## config.mk

```make
export PLATFORM = sky130hd
export DESIGN_NAME = bin2bcd_seq
export DESIGN_NICKNAME = d
export VERILOG_FILES = /design/src/rtl/bin2bcd_pkg.sv /design/src/rtl/seg7_dec.sv /design/src/rtl/bin2bcd_seq.sv
export SDC_FILE = /design/constraint.sdc
export NUM_CORES = 1
export LEC_CHECK = 0
export CORE_ASPECT_RATIO = 0.8
export CORE_MARGIN = 2
export CORE_UTILIZATION = 50
export DETAILED_ROUTE_END_ITERATION = 6
export PLACE_DENSITY_LB_ADDON = 0.1
export SYNTH_ARGS = -nofsm -noshare
export SYNTH_HDL_FRONTEND = slang
export SYNTH_SLANG_ARGS = --single-unit
export TNS_END_PERCENT = 30
```

## constraint.sdc

```tcl
create_clock -name Clock -period 4.15 [get_ports Clock]
set_clock_uncertainty 0.1 [all_clocks]
set_input_delay 0.415 -clock Clock [delete_from_list [all_inputs] [get_ports Clock]]
set_output_delay 0.415 -clock Clock [all_outputs]
set_load 0.1 [all_outputs]
```

## src/rtl/bin2bcd_pkg.sv

```systemverilog
// Shared types and constants for the sequential binary-to-BCD converter.
// State encoding, seven-segment pattern table and the power-of-ten helper.
package bin2bcd_pkg;

  typedef enum logic [1:0] {
    IDLE,
    SHIFT,
    DONE
  } state_t;

  localparam logic [6:0] SEG_BLANK = 7'b1111111;

  // Active-low patterns for digits 9..0, bit 0 = segment a, bit 6 = segment g
  localparam logic [9:0][6:0] SEG_TABLE = {
    7'h10, 7'h00, 7'h78, 7'h02, 7'h12, 7'h19, 7'h30, 7'h24, 7'h79, 7'h40
  };

  function automatic int unsigned pow10(input int unsigned n);
    int unsigned r;
    r = 1;
    for (int unsigned i = 0; i < n; i++) r = r * 10;
    return r;
  endfunction

endpackage

```

## src/rtl/seg7_dec.sv

```systemverilog
// Single BCD digit to active-low seven-segment decoder with blanking.
// Non-decimal codes and an asserted blank both turn every segment off.
module seg7_dec
  import bin2bcd_pkg::*;
(
  input  logic [3:0] digit,
  input  logic       blank,
  output logic [6:0] seg
);

  assign seg = (blank || (digit > 4'd9)) ? SEG_BLANK : SEG_TABLE[digit];

endmodule

```

## src/rtl/bin2bcd_seq.sv

```systemverilog
// Sequential double-dabble binary-to-BCD converter, one bit per clock, with saturation.
// Optional seven-segment outputs with leading-zero blanking under BIN2BCD_SEG7_EN.
module bin2bcd_seq
  import bin2bcd_pkg::*;
#(
  parameter int WIDTH  = 6,
  parameter int DIGITS = 2
) (
  input  logic                  Clock,
  input  logic                  Resetn,
  input  logic                  start,
  input  logic [WIDTH-1:0]      bin,
  output logic                  busy,
  output logic                  done,
  output logic [4*DIGITS-1:0]   bcd,
  output logic                  ovf
`ifdef BIN2BCD_SEG7_EN
  ,
  output logic [7*DIGITS-1:0]   HEX
`endif
);

  localparam int BCD_W = 4 * DIGITS;
  localparam int REG_W = BCD_W + WIDTH;
  localparam int CNT_W = $clog2(WIDTH + 1);
  localparam int unsigned LIMIT = pow10(DIGITS) - 1;
  localparam logic [BCD_W-1:0] NINES = {DIGITS{4'h9}};

  function automatic logic [BCD_W-1:0] add3(input logic [BCD_W-1:0] f);
    logic [BCD_W-1:0] r;
    r = f;
    for (int k = 0; k < DIGITS; k++)
      if (f[4*k +: 4] >= 4'd5) r[4*k +: 4] = f[4*k +: 4] + 4'd3;
    return r;
  endfunction

  state_t           state;
  logic [REG_W-1:0] work;
  logic [REG_W-1:0] work_adj;
  logic [REG_W-1:0] work_nxt;
  logic [CNT_W-1:0] cnt;
  logic             ovf_next;

  // Adjust precedes the shift; carry out of the top nibble falls off the left
  always_comb begin
    work_adj = {add3(work[REG_W-1 -: BCD_W]), work[WIDTH-1:0]};
    work_nxt = work_adj << 1;
  end

  always_ff @(posedge Clock or negedge Resetn) begin
    if (!Resetn) begin
      state    <= IDLE;
      busy     <= 1'b0;
      done     <= 1'b0;
      ovf      <= 1'b0;
      ovf_next <= 1'b0;
      bcd      <= '0;
      work     <= '0;
      cnt      <= '0;
    end else begin
      done <= 1'b0;
      case (state)
        IDLE: begin
          if (start) begin
            work     <= {{BCD_W{1'b0}}, bin};
            ovf_next <= (32'(bin) > LIMIT);
            cnt      <= CNT_W'(WIDTH);
            busy     <= 1'b1;
            state    <= SHIFT;
          end
        end
        SHIFT: begin
          work <= work_nxt;
          cnt  <= cnt - 1'b1;
          // Results are loaded on entry to DONE so they are valid while done is high
          if (cnt == CNT_W'(1)) begin
            busy  <= 1'b0;
            done  <= 1'b1;
            bcd   <= ovf_next ? NINES : work_nxt[REG_W-1 -: BCD_W];
            ovf   <= ovf_next;
            state <= DONE;
          end
        end
        DONE:    state <= IDLE;
        default: state <= IDLE;
      endcase
    end
  end

`ifdef BIN2BCD_SEG7_EN
  logic [DIGITS-1:0]   blank;
  logic [7*DIGITS-1:0] seg_w;
  logic                lead;

  // A digit blanks only when it and every more significant digit are zero
  always_comb begin
    blank = '0;
    lead  = 1'b1;
    for (int k = DIGITS - 1; k >= 1; k--) begin
      lead     = lead && (bcd[4*k +: 4] == 4'd0);
      blank[k] = lead;
    end
  end

  for (genvar k = 0; k < DIGITS; k++) begin : g_dec
    seg7_dec u_dec (
      .digit(bcd[4*k +: 4]),
      .blank(blank[k]),
      .seg  (seg_w[7*k +: 7])
    );
  end

  always_ff @(posedge Clock or negedge Resetn) begin
    if (!Resetn) begin
      for (int k = 0; k < DIGITS; k++)
        HEX[7*k +: 7] <= (k == 0) ? SEG_TABLE[0] : SEG_BLANK;
    end else begin
      HEX <= seg_w;
    end
  end
`endif

endmodule
```

==> reports/metrics.cfg, run 1 <==
[worst_setup_path]
slowest_stage = clkdlybuf4s50_1
required_ns = 3.63
path_buf_inv = 1
crit_family = buffers and inverters
end_kind = output port
cp-endpoint = bcd[2]
crit_chain = clkdlybuf4s50_1
rr_worst_depth = 3
crit_start = bcd[2]$_DFFE_PN0P_
path_class = flip-flop to output port
cp_max_fo = 2
startpoint_type = flip-flop
arrival_ns = 1.82
ff2ff_setup_slack_ns = 2.40
rr_startpoint = state[0]$_DFFE_PN0P_
max_stage_delay_ns = 1.14
cp.depth = 1
r2r-end = cnt[2]$_DFFE_PN0P_

[sta]
worstMarginPinSlew_ns = 0.965
final_hold_viol_count = 0
max_freq_mhz = 428
rsz0062_at_grt = no
fin_setup_tns_ns = 0
slew_headroom_pct = 35.5
slew_viol_final = 0
final-setup-viol-count = 0
fin_crit_sh_pct = 56.3
period_minus_slack_ns = 2.34

[yosys]
yosysSeqAreaShare_pct = 51.1
synth_fa_ha_area_share_pct = 5.29
synth.top_cell.area_share_pct = 51.1
yosys.area.top_type = dfrtp_1
synth_cell_type_count = 29
synth_flop_cell = dfrtp_1
yosys_warnings = 0
synth_mux_area_share_pct = 1.59
syn_area_um2 = 1420
synth_edf_count = 0
yosys.area_share.simple_pct = 16.9
synth_area_per_cell_um2 = 9.79
ys_ff_latch = 29
netlist_instances = 145
synth_compound_gate_area_share_pct = 18.3
synth_top_family_by_area = compound AO/OA/AOI/OAI gates
synthArstFlopShare_pct = 100
synth_nets = 160
synthTopCellsByArea = dfrtp_1 51%, nand2_1 5.6%, ha_1 5.3%
synth_xor_area_share_pct = 1.23

[finish]
diodes = 0
drive_above_1_share_pct = 10.8
nets = 180
syn_to_final_growth_pct = 17.1
final_cell_mix = 29 x dfrtp_1, 21 x nand2_1, 18 x clkdlybuf4s50_1
final_common_cell = dfrtp_1

[drt]
dr.pass1.iters = 4
drt_first_iter_violations = 60
via_per_inst = 5.19
via_count = 1058
drt-wirelength-per-cell_um = 12.8
routed_wl_um = 2600
drcViolationCount = 0
drtAntennaViolNets = 0

[outcome]
status = finished clean

[clocking]
root_buffer = clkbuf_4
post_cts_resized = 0
post_cts_buffers = 0
hold_buffers = 0
clkSinkCount = 29
clkTransAtPathRegs_ns = 0.10
cts_tree = built
clk_latency_ns = 0.32
h-tree-depth = 2
cts_max_path_buffers = 2
cts_buffers = 5

[die]
core_area_um2 = 2720
die_y_um = 51.6
ios = 20
initial_core_util_pct = 52.1
die-area_um2 = 3280
die_x_um = 63.6
fp-row-count = 17

[global_routing]
grt_overflow_total = 0
grt_pass1_vias = 1011
grt_usage_pct = 18.9
grt_pass1_wl_um = 4620
antenna_found_initial = 0
grt_max_degree = 30

[place]
dp_hpwl_um = 1810
routabilityCongestion = 0.755
portBuffers = 18

[worst_hold_path]
hold_class = input port to asynchronous set/reset pin

[job]
cap_violations = 0

synth_stat cells (2+ instances only):
cell,count
inv_1,7
and2b_1,2
a21oi_2,2
dfrtp_1,29
nor2_1,7
o21ai_0,12
nor3b_1,3
nand2_1,21
buf_2,2
mux2_2,2
a22oi_1,6
xnor2_1,2
buf_6,2
a21oi_1,12
o21ai_1,7
nor2b_1,7
ha_1,6
o21ai_2,3
nand2b_1,3
metal layers:
| layer | part of all wire (%) | global-route usage, % |
|---|---|---|
| met1 | 48 | 24.2 |
| met3 | 3.6 | 6.93 |
| met5 | 0 | 0 |
| met4 | 0.65 | 6.52 |
| met2 | 47 | 30.0 |
sequential cells by signal (all words and copies together) (netlist names):
signal  cells
work       14
bcd         8
cnt         3
state       2
busy        1
done        1
layout make-up:
| class | instances | area [um2] |
|---|---|---|
| fill | 258 | 1060 |
| timing repair buffer | 19 | 188 |
| tap | 38 | 47.5 |
| clock inverter | 2 | 10.0 |
| sequential | 29 | 726 |
| multi-input combinational | 102 | 619 |
| clock buffer | 6 | 41.3 |
| inverter | 8 | 30.0 |
how the worst min path moves through the flow:
stage                                      to  cells past startpoint  slack [ns]
after global routing      work[6]$_DFFE_PN0P_                      2        0.39
after floorplan            bcd[0]$_DFFE_PN0P_                      0        0.02
final                      bcd[0]$_DFFE_PN0P_                      2        0.37
after global placement     bcd[0]$_DFFE_PN0P_                      2        0.36
after CTS                  bcd[4]$_DFFE_PN0P_                      2        0.38
after detailed placement   bcd[1]$_DFFE_PN0P_                      2        0.37
cell families after synthesis:
| family | count (synthesis) |
|---|---|
| other | 1 |
| buffers and inverters | 14 |
| AND/OR/NAND/NOR | 47 |
| XOR/XNOR | 2 |
| adder cells (fa/ha/maj) | 6 |
| flip-flops | 29 |
| AO/OA/AOI/OAI | 44 |
| multiplexers | 2 |
stage by stage:
step | std cells | hold WS, ns | util [%] | setup slack [ns] | instance area [um2]
after floorplan | 145 | 0.0194 | - | 2.62 | 1420
after global placement | 196 | 0.356 | 59.1 | 2.02 | 1610
after detailed placement | 196 | 0.367 | 59.1 | 1.95 | 1610
after CTS | 204 | 0.379 | 61.0 | 1.80 | 1660
after global routing | 204 | 0.386 | 61.0 | 1.74 | 1660
final | 204 | 0.371 | 61.0 | 1.81 | 1660
Power of run 1 is not shown: default switching activity piles up to over one toggle a cycle in this logic, so the estimate is an artifact.
==> inputs of run 2 (changes only) <==
CORE_UTILIZATION = 48   (was 50)
clock period = 2 ns   (was 4.15 ns; I/O delays follow)
==> run 2 against run 1 <==
Compared with the run above: cell area rose by 1.3%; register-to-register slack got worse by 2.1 ns; core utilization is 0.63 points lower; highest routed layer unchanged; die area is 3.9% higher; critical path type is now flip-flop to flip-flop; non-clock buffer count up 2; global-route usage grew 0.74 points; largest cell class unchanged.
==> reports/metrics.cfg, run 2 (synthesized netlist as in run 1, its figures left out) <==
[outcome]
status = finished clean

[die]
ios = 20  ; unchanged
die_y_um = 52.6  ; +1.9%
fp-row-count = 17  ; unchanged
die-area_um2 = 3410  ; +3.9%
die_x_um = 64.8  ; +1.9%
initial_core_util_pct = 50.9  ; -1.2 points
core_area_um2 = 2790  ; +2.3%

[finish]
drive_above_1_share_pct = 17.9  ; +7.0 points
final_cell_mix = 29 x dfrtp_1, 21 x nand2_1, 13 x buf_4
fillers = 233  ; -9.7%
multi_input_area_um2 = 619  ; unchanged
largest_reg_flops = 14  ; unchanged
fin_cells = 206  ; +0.98%
syn_to_final_growth_pct = 18.6
regMostFlops = work
layout.area.seq_um2 = 726  ; unchanged
top_regs = work (14), bcd (8), cnt (3)
final_common_cell = dfrtp_1
diodes = 0  ; unchanged
final_core_util_pct = 60.4  ; -0.63 points
nets = 182  ; +1.1%

[clocking]
clkSinkCount = 29  ; unchanged
hold_buffers = 0  ; unchanged
root_buffer = clkbuf_8
clk_latency_ns = 0.28  ; -0.04 ns
cts_tree = built
clkTransAtPathRegs_ns = 0.06  ; -0.04 ns
cts_max_path_buffers = 2  ; unchanged
post_cts_resized = 0  ; unchanged
cts_buffers = 5  ; unchanged
h-tree-depth = 2  ; unchanged
post_cts_buffers = 0  ; unchanged

[job]
cap_violations = 0  ; unchanged

[place]
place_ws_ns = 0.354  ; -1.60 ns
portBuffers = 18  ; unchanged
dp_hpwl_um = 1870  ; +3.5%
routabilityCongestion = 0.739  ; -2.1%
dp.cells = 198  ; +1.0%

[worst_setup_path]
rr_worst_depth = 6  ; +3
arrival_ns = 1.79  ; -0.03 ns
startpoint_type = flip-flop
ff2ff_setup_slack_ns = 0.33  ; -2.07 ns
end_kind = flip-flop
path_class = flip-flop to flip-flop
cp_max_fo = 4  ; +2
rr_startpoint = work[6]$_DFFE_PN0P_
required_ns = 2.11  ; -1.52 ns
r2r-end = work[8]$_DFFE_PN0P_

[sta]
max_freq_mhz = 597
rsz0062_at_grt = no
fin_ws_ns = 0.325  ; -1.49 ns
slew_viol_final = 0  ; unchanged
fin_setup_tns_ns = 0  ; unchanged
final-setup-viol-count = 0  ; unchanged
period_minus_slack_ns = 1.67
fin_crit_sh_pct = 83.7
final_hold_viol_count = 0  ; unchanged

[global_routing]
grt_pass1_wl_um = 4760  ; +3.0%
grt_overflow_total = 0  ; unchanged
grt_pass1_vias = 992  ; -1.9%
antenna_found_initial = 0  ; unchanged
grt_usage_pct = 19.7  ; +0.74 points
grt_max_degree = 30  ; unchanged

[drt]
routed_wl_um = 2630  ; +1.1%
via_count = 1051  ; -0.66%
drt_first_iter_violations = 53  ; -12%
via_per_inst = 5.10  ; -1.6%
drcViolationCount = 0  ; unchanged
drt-wirelength-per-cell_um = 12.8  ; +0.13%
drtAntennaViolNets = 0  ; unchanged
dr.pass1.iters = 4  ; unchanged

[worst_hold_path]
hold_class = input port to asynchronous set/reset pin

run 2: critical path: stages (launching register included):
cell	delay [ns]
dfrtp_1	0.42
inv_1	0.11
ha_1	0.20
nand2b_1	0.09
a21oi_2	0.18
mux2_2	0.38
o21ai_1	0.12
run 2: metal layers:
metal / global-route usage, % / wire length (um)
met5: 0 / 0
met4: 9.57 / 34
met1: 24.8 / 1280
met2: 29.6 / 1200
met3: 7.74 / 123
run 2: worst max-delay path by stage:
stage	from	slack (ns)	cells after the start	endpoint
floorplan	work[6]$_DFFE_PN0P_	0.47	6	work[8]$_DFFE_PN0P_
global placement	work[6]$_DFFE_PN0P_	0.42	6	work[8]$_DFFE_PN0P_
detailed placement	work[6]$_DFFE_PN0P_	0.35	6	work[8]$_DFFE_PN0P_
CTS	work[6]$_DFFE_PN0P_	0.33	6	work[8]$_DFFE_PN0P_
global route	work[6]$_DFFE_PN0P_	0.24	6	work[8]$_DFFE_PN0P_
finish	work[6]$_DFFE_PN0P_	0.33	6	work[8]$_DFFE_PN0P_
run 2: cell type report:
type                       instances  share of cell area, %
clock inverter                     2                  0.595
multi-input combinational        102                   36.8
tap                               38                   2.83
inverter                           8                   1.78
timing repair buffer              21                   10.6
clock buffer                       6                   4.31
sequential                        29                   43.1
run 2: through the flow:
| step | hold WS, ns | area (um2) |
|---|---|---|
| floorplan | -0.196 | 1420 |
| global placement | 0.358 | 1600 |
| detailed placement | 0.373 | 1600 |
| CTS | 0.208 | 1680 |
| global route | 0.227 | 1680 |
| finish | 0.207 | 1680 |
Power of run 2 is left out for the same reason.
